## src/rtl/pulse_meter_pkg.sv

```systemverilog
// pulse_meter_pkg
//   Shared definitions for the pulse meter: FSM state encoding and the
//   default counter widths used by the interface and the top module.
package pulse_meter_pkg;

  typedef enum logic [1:0] {
    IDLE = 2'b00,
    HIGH = 2'b01,
    LOW  = 2'b10
  } state_t;

  localparam int DEF_WIDTH = 8;
  localparam int DEF_CNT_W = 8;

endpackage

```

## src/rtl/pulse_meter_if.sv

```systemverilog
// pulse_meter_if
//   Bundles the pulse meter's stimulus inputs and measurement results.
//   Signals:
//     enable       measurement enable (into the meter)
//     signal       asynchronous pulse input (into the meter)
//     high_len     high width of the last complete period
//     low_len      low width of the last complete period
//     pulse_count  number of complete periods measured (wrapping)
//     valid        one-cycle strobe marking fresh high_len/low_len
//     overflow     a counter saturated during the reported period
//   Modports:
//     master  the meter itself (drives the results)
//     slave   the pulse source / monitor side
interface pulse_meter_if
  import pulse_meter_pkg::*;
#(
  parameter int WIDTH = DEF_WIDTH,
  parameter int CNT_W = DEF_CNT_W
) ();

  logic             enable;
  logic             signal;
  logic [WIDTH-1:0] high_len;
  logic [WIDTH-1:0] low_len;
  logic [CNT_W-1:0] pulse_count;
  logic             valid;
  logic             overflow;

  modport master (
    input  enable, signal,
    output high_len, low_len, pulse_count, valid, overflow
  );

  modport slave (
    output enable, signal,
    input  high_len, low_len, pulse_count, valid, overflow
  );

endinterface

```

## src/rtl/pulse_meter_sync2.sv

```systemverilog
// sync2
//   Two-flop synchronizer bringing an asynchronous level into the clock
//   domain. Both flops clear on reset.
//   Ports:
//     clock    system clock
//     reset_n  asynchronous active-low reset
//     d        asynchronous input
//     q        synchronized output (two edges of latency)
module sync2 (
  input  logic clock,
  input  logic reset_n,
  input  logic d,
  output logic q
);

  logic meta;

  always_ff @(posedge clock or negedge reset_n) begin
    if (!reset_n) begin
      meta <= 1'b0;
      q    <= 1'b0;
    end else begin
      meta <= d;
      q    <= meta;
    end
  end

endmodule

```

## src/rtl/pulse_meter.sv

```systemverilog
// pulse_meter
//   Measures each complete period of an asynchronous pulse train. After
//   every rise that closes a period it reports the preceding high and low
//   widths in clock cycles, a wrapping period count and a saturation flag.
//   Ports:
//     clock    system clock, all state changes on the rising edge
//     reset_n  asynchronous active-low reset
//     bus      pulse_meter_if master: enable/signal in, results out
module pulse_meter
  import pulse_meter_pkg::*;
#(
  parameter int WIDTH = DEF_WIDTH,
  parameter int CNT_W = DEF_CNT_W
) (
  input  logic           clock,
  input  logic           reset_n,
  pulse_meter_if.master  bus
);

  localparam logic [WIDTH-1:0] LEN_MAX = '1;
  localparam logic [WIDTH-1:0] LEN_ONE = WIDTH'(1);

  state_t           state, state_next;
  logic             s_sync, s_prev;
  logic             rise, fall;
  logic [WIDTH-1:0] hcnt, hcnt_next;
  logic [WIDTH-1:0] lcnt, lcnt_next;
  logic [WIDTH-1:0] h_cap, h_cap_next;
  logic             sat_flag, sat_flag_next;
  logic [WIDTH-1:0] high_q, high_next;
  logic [WIDTH-1:0] low_q, low_next;
  logic [CNT_W-1:0] count_q, count_next;
  logic             ovf_q, ovf_next;
  logic             valid_q, valid_next;

  sync2 u_sync (
    .clock   (clock),
    .reset_n (reset_n),
    .d       (bus.signal),
    .q       (s_sync)
  );

  // Edge detection on the synchronized level; rise and fall share the same
  // latency so measured widths equal the true widths in cycles.
  assign rise = s_sync & ~s_prev;
  assign fall = ~s_sync & s_prev;

  // All state, counters and result registers.
  always_ff @(posedge clock or negedge reset_n) begin
    if (!reset_n) begin
      state    <= IDLE;
      s_prev   <= 1'b0;
      hcnt     <= '0;
      lcnt     <= '0;
      h_cap    <= '0;
      sat_flag <= 1'b0;
      high_q   <= '0;
      low_q    <= '0;
      count_q  <= '0;
      ovf_q    <= 1'b0;
      valid_q  <= 1'b0;
    end else begin
      state    <= state_next;
      s_prev   <= s_sync;
      hcnt     <= hcnt_next;
      lcnt     <= lcnt_next;
      h_cap    <= h_cap_next;
      sat_flag <= sat_flag_next;
      high_q   <= high_next;
      low_q    <= low_next;
      count_q  <= count_next;
      ovf_q    <= ovf_next;
      valid_q  <= valid_next;
    end
  end

  // Next-state logic. Counters stop at their maximum rather than wrapping,
  // and an attempted increment past the maximum marks the period as
  // saturated. A rise in LOW both closes the current period and opens the
  // next one with hcnt=1.
  always_comb begin
    state_next    = state;
    hcnt_next     = hcnt;
    lcnt_next     = lcnt;
    h_cap_next    = h_cap;
    sat_flag_next = sat_flag;
    high_next     = high_q;
    low_next      = low_q;
    count_next    = count_q;
    ovf_next      = ovf_q;
    valid_next    = 1'b0;

    if (!bus.enable) begin
      state_next    = IDLE;
      hcnt_next     = '0;
      lcnt_next     = '0;
      sat_flag_next = 1'b0;
    end else begin
      case (state)
        IDLE: begin
          if (rise) begin
            state_next    = HIGH;
            hcnt_next     = LEN_ONE;
            sat_flag_next = 1'b0;
          end
        end
        HIGH: begin
          if (fall) begin
            state_next = LOW;
            h_cap_next = hcnt;
            lcnt_next  = LEN_ONE;
          end else if (hcnt == LEN_MAX) begin
            sat_flag_next = 1'b1;
          end else begin
            hcnt_next = hcnt + LEN_ONE;
          end
        end
        LOW: begin
          if (rise) begin
            state_next    = HIGH;
            high_next     = h_cap;
            low_next      = lcnt;
            ovf_next      = sat_flag;
            count_next    = count_q + CNT_W'(1);
            valid_next    = 1'b1;
            hcnt_next     = LEN_ONE;
            sat_flag_next = 1'b0;
          end else if (lcnt == LEN_MAX) begin
            sat_flag_next = 1'b1;
          end else begin
            lcnt_next = lcnt + LEN_ONE;
          end
        end
        default: state_next = IDLE;
      endcase
    end
  end

  assign bus.high_len    = high_q;
  assign bus.low_len     = low_q;
  assign bus.pulse_count = count_q;
  assign bus.valid       = valid_q;
  assign bus.overflow    = ovf_q;

endmodule

```

## src/flat_wrapper.sv

```systemverilog
// flat-port wrapper written by rule: the top's interface ports become plain ports
module pulse_meter_flat import pulse_meter_pkg::*;
#(
  parameter int WIDTH = DEF_WIDTH,
  parameter int CNT_W = DEF_CNT_W
)
  (clock, reset_n, bus_enable, bus_signal, bus_high_len, bus_low_len, bus_pulse_count, bus_valid, bus_overflow);
  pulse_meter_if #(.WIDTH(WIDTH), .CNT_W(CNT_W)) bus_i ();
  input  logic clock;
  input  logic reset_n;
  input wire logic [$bits(bus_i.enable)-1:0] bus_enable;
  input wire logic [$bits(bus_i.signal)-1:0] bus_signal;
  output wire logic [$bits(bus_i.high_len)-1:0] bus_high_len;
  output wire logic [$bits(bus_i.low_len)-1:0] bus_low_len;
  output wire logic [$bits(bus_i.pulse_count)-1:0] bus_pulse_count;
  output wire logic [$bits(bus_i.valid)-1:0] bus_valid;
  output wire logic [$bits(bus_i.overflow)-1:0] bus_overflow;
  assign bus_i.enable = bus_enable;
  assign bus_i.signal = bus_signal;
  assign bus_high_len = bus_i.high_len;
  assign bus_low_len = bus_i.low_len;
  assign bus_pulse_count = bus_i.pulse_count;
  assign bus_valid = bus_i.valid;
  assign bus_overflow = bus_i.overflow;
  pulse_meter #(.WIDTH(WIDTH), .CNT_W(CNT_W)) u_core (.clock(clock), .reset_n(reset_n), .bus(bus_i));
endmodule
```

## config.mk

```make
export PLATFORM = sky130hd
export DESIGN_NAME = pulse_meter_flat
export DESIGN_NICKNAME = d
export VERILOG_FILES = /design/src/rtl/pulse_meter_pkg.sv /design/src/rtl/pulse_meter_if.sv /design/src/rtl/pulse_meter_sync2.sv /design/src/rtl/pulse_meter.sv /design/src/flat_wrapper.sv
export SDC_FILE = /design/constraint.sdc
export NUM_CORES = 1
export LEC_CHECK = 0
export ABC_AREA = 1
export CAP_MARGIN = 20
export CORE_MARGIN = 5
export CORE_UTILIZATION = 60
export CTS_BUF_LIST = sky130_fd_sc_hd__clkbuf_16
export CTS_CLUSTER_SIZE = 8
export DETAILED_ROUTE_END_ITERATION = 10
export PLACE_DENSITY = 0.84
export SLEW_MARGIN = 20
export SYNTH_ARGS = -nofsm -noshare
export SYNTH_HDL_FRONTEND = slang
export SYNTH_SLANG_ARGS = --single-unit
export TNS_END_PERCENT = 100
```

## constraint.sdc

```tcl
create_clock -name clock -period 2.8 [get_ports clock]
set_input_delay 0.28 -clock clock [delete_from_list [all_inputs] [get_ports clock]]
set_output_delay 0.28 -clock clock [all_outputs]
set_load 0.05 [all_outputs]
```

==> summary.md <==
| Metric | Value |
|---|---|
| Share of the synthesized area in the top cell type | `0.507` |
| M3 GR Usage | `0.0451` |
| Final worst path period need | `1.97 ns` |
| Hold Path Class | `flip-flop to flip-flop` |
| Root buffer cell | `clkbuf_16` |
| Drt drc | `0` |
| Post-DRT Antenna Nets | `0` |
| Initial antenna violation count | `0` |
| CP max FO | `28` |
| Hold WS | `0.349 ns` |
| Wire per inst | `12.9 µm` |
| Most frequent cells in the layout | `nand2_1, dfrtp_1, inv_1, clkdlybuf4s50_1, nand3_1` |
| Synthesized Nets | `352` |
| Total gr overflow | `0` |
| Nets | `384` |
| Tightest Pin Transition | `0.543 ns` |
| Largest stage delay, worst path | `0.38 ns` |
| Clk sinks | `56` |
| CTS tree | `done` |
| Reg clk slew, reported paths | `0.07 ns` |
| Max-Cap Viols | `0` |
| Die Y | `77.8 µm` |
| Unrepaired setup endpoints after global routing | `false` |
| Drt first pass iters | `5` |
| GRT Max-Usage Layer | `met2` |
| Clk Latency, worst-skew pair | `0.29 ns` |
| GP Congestion | `0.903` |
| Synth area leader | `dfrtp_1` |
| Register area share after synthesis | `0.507` |
| CTS Hold Bufs | `1` |
| Number of port buffers | `29` |
| Mapped Cells | `341` |
| Via count | `2293` |
| Slew Limit Fails | `0` |
| DP Wirelength | `3890 µm` |
| Initial Util | `0.626` |
| GRT met2 Usage | `0.293` |
| Inserted Diodes | `0` |
| Full die area | `6060 µm²` |
| Synth Area in Simple Gates | `0.300` |
| DIE WIDTH | `77.8 µm` |
| Largest family of logic cells by synthesized area | `simple AND/OR/NAND/NOR gates` |
| Setup TNS | `0 ns` |
| Fin crit share | `0.703` |
| Setup violators final | `0` |
| Final Core Density | `0.733` |
| WL final | `5500 µm` |
| CP Capture Type | `flip-flop` |
| DP Area | `3080 µm²` |
| Yosys Warn Count | `0` |
| Largest net degree at the start of global routing | `39` |
| Met1 Usage GRT | `0.281` |
| Library cells used by synthesis | `28` |
| Rel. slew slack | `0.635` |
| Setup Skew | `0.00666 ns` |
| FP Rows | `24` |
| Startpoint Class | `flip-flop` |
| Synth top area cells | `dfrtp_1, nand2_1, nand3_1` |
| Status | `finished, final reports clean` |
| Crit-path cells | `inv_1 -> ha_1 -> buf_4 -> nand2_2 -> nor2_8 -> inv_4 -> nand2_2 -> nor2_4 -> inv_2 -> nand2_1 -> nand2_1` |
| Slowest CP cell | `dfrtp_1` |
| First-pass GRT wire length | `9830 µm` |
| I/O pin count | `30` |
| Most common cell after layout, fill and taps aside | `nand2_1` |
| Mux contribution to synthesized area | `0` |
| Vias in the first global route | `2123` |
| CP Class | `flip-flop to flip-flop` |
| Core region area | `4410 µm²` |
| Layout cell share with drive strength beyond 1 | `0.0775` |
| Peak supply drop | `624 µV` |
| Syn-to-layout area delta | `17.2%` |
| Post-CTS sizing | `0` |
| Leak | `0.00156 µW` |
| Vias per std cell | `5.38` |
| Clock buffer depth | `2` |
| Iter 0 DRT Violations | `205` |
| Average cell area after synthesis | `8.10 µm²` |
| CP arrival | `2.14 ns` |
| Post-Syn Area | `2760 µm²` |
| CTS HTree Levels | `2` |
| Postcts setup bufs | `0` |
| Num CTS Buffers | `5` |
| Highest clock rate | `508 MHz` |
| Adder-cell share of the synthesized area | `0.0317` |
| CP Data Required Time | `2.97 ns` |
| Register bit total from synthesis | `56` |
| Global-route usage over all layers | `0.195` |
| Fin. Hold Viols | `0` |
| Final non-filler cell area | `3240 µm²` |
| Area fraction in compound gates after synthesis | `0.0734` |
| Power density cells | `731 nW/µm²` |
| Xor/xnor share of the synthesized area | `0.0222` |
==> path summary, 6_finish.rpt <==
kind,from,end,slack (ns),cells after the start
setup / recovery,u_core.state[0]$_DFFE_PN0P_,u_core.lcnt[2]$_DFFE_PN0P_,0.83,11
hold / removal,u_core.u_sync.meta$_DFF_PN0_,u_core.u_sync.q$_DFF_PN0_,0.35,0
setup reg to reg,u_core.state[0]$_DFFE_PN0P_,u_core.lcnt[2]$_DFFE_PN0P_,0.83,11
hold reg to reg,u_core.u_sync.meta$_DFF_PN0_,u_core.u_sync.q$_DFF_PN0_,0.35,0
max in group asynchronous,reset_n,u_core.hcnt[7]$_DFFE_PN0P_,1.54,3
min in group asynchronous,reset_n,u_core.bus.pulse_count[5]$_DFFE_PN0N_,0.44,2
==> where the power goes <==
part	internal [µW]	leakage (µW)	total (µW)	switching (µW)
registers	913	0.000748	1000	87.0
clock network	330	0.0000712	608	278
logic	230	0.000743	757	527
total	1470	0.00156	2360	892
==> state kept, by name, indices dropped and copies added, names as in the netlist <==
register and count:
u_core.u_sync.q 1, u_core.bus.high_len 8, u_core.hcnt 8, u_core.bus.overflow 1
u_core.h_cap 8, u_core.bus.valid 1, u_core.state 2, u_core.u_sync.meta 1
u_core.s_prev 1, u_core.bus.pulse_count 8, u_core.lcnt 8, u_core.bus.low_len 8
u_core.sat_flag 1
==> worst max-delay path, delay by kind of cell, from the launching register on <==
kind | cells | cell delay, ns
fa+ha+maj | 1 | 0.20
buf+inv | 4 | 0.59
flops | 1 | 0.38
simple gates | 6 | 0.66
==> cells in the mapped netlist <==
master and number:
nand2_1 125, dfrtp_1 56, inv_1 29, nand3_1 24, nor2_1 21, o21ai_0 17, o21ai_1 16, ha_1 7
xor2_1 6, a21oi_1 4, inv_2 4, nand2_2 4, nand4_1 4, buf_2 3, buf_6 2, clkbuf_1 2
nor2_2 2, nor2_4 2, nor3_1 2, nor3b_1 2, o21ai_2 2, clkinv_1 1, inv_4 1, nand2_4 1
nand3_2 1, nor2_8 1, nor3_2 1, xnor2_1 1
==> metrics by stage <==
step	total power, µW	worst slack [ns]	std cells
floorplan	1570	1.23	341
global placement	1740	0.605	417
detailed placement	1760	0.560	417
CTS	2380	0.823	426
global route	2520	0.674	426
finish	2360	0.831	426
==> metal layers <==
| metal | routed length, µm | up-vias |
|---|---|---|
| met5 | 0 | - |
| met4 | 50 | 0 |
| met3 | 409 | 8 |
| met2 | 2530 | 86 |
| met1 | 2500 | 1063 |
| li1 | - | 1136 |
==> logic make-up (layout without fill, tap and decap cells) <==
logic type	Yosys count	count (layout)
xor+xnor	7	7
simple gates	190	190
flops	56	56
buf+inv	42	75
fa+ha+maj	7	7
compound gates	39	39
==> layout make-up <==
| class | instances | area [µm²] |
|---|---|---|
| Clock buffer | 5 | 125 |
| Clock inverter | 3 | 20.0 |
| Fill cell | 330 | 1180 |
| Inverter | 35 | 134 |
| Multi-Input combinational cell | 243 | 1180 |
| Sequential cell | 56 | 1400 |
| Tap cell | 52 | 65.1 |
| Timing Repair Buffer | 32 | 310 |
Power figures use the tool's default switching activity.
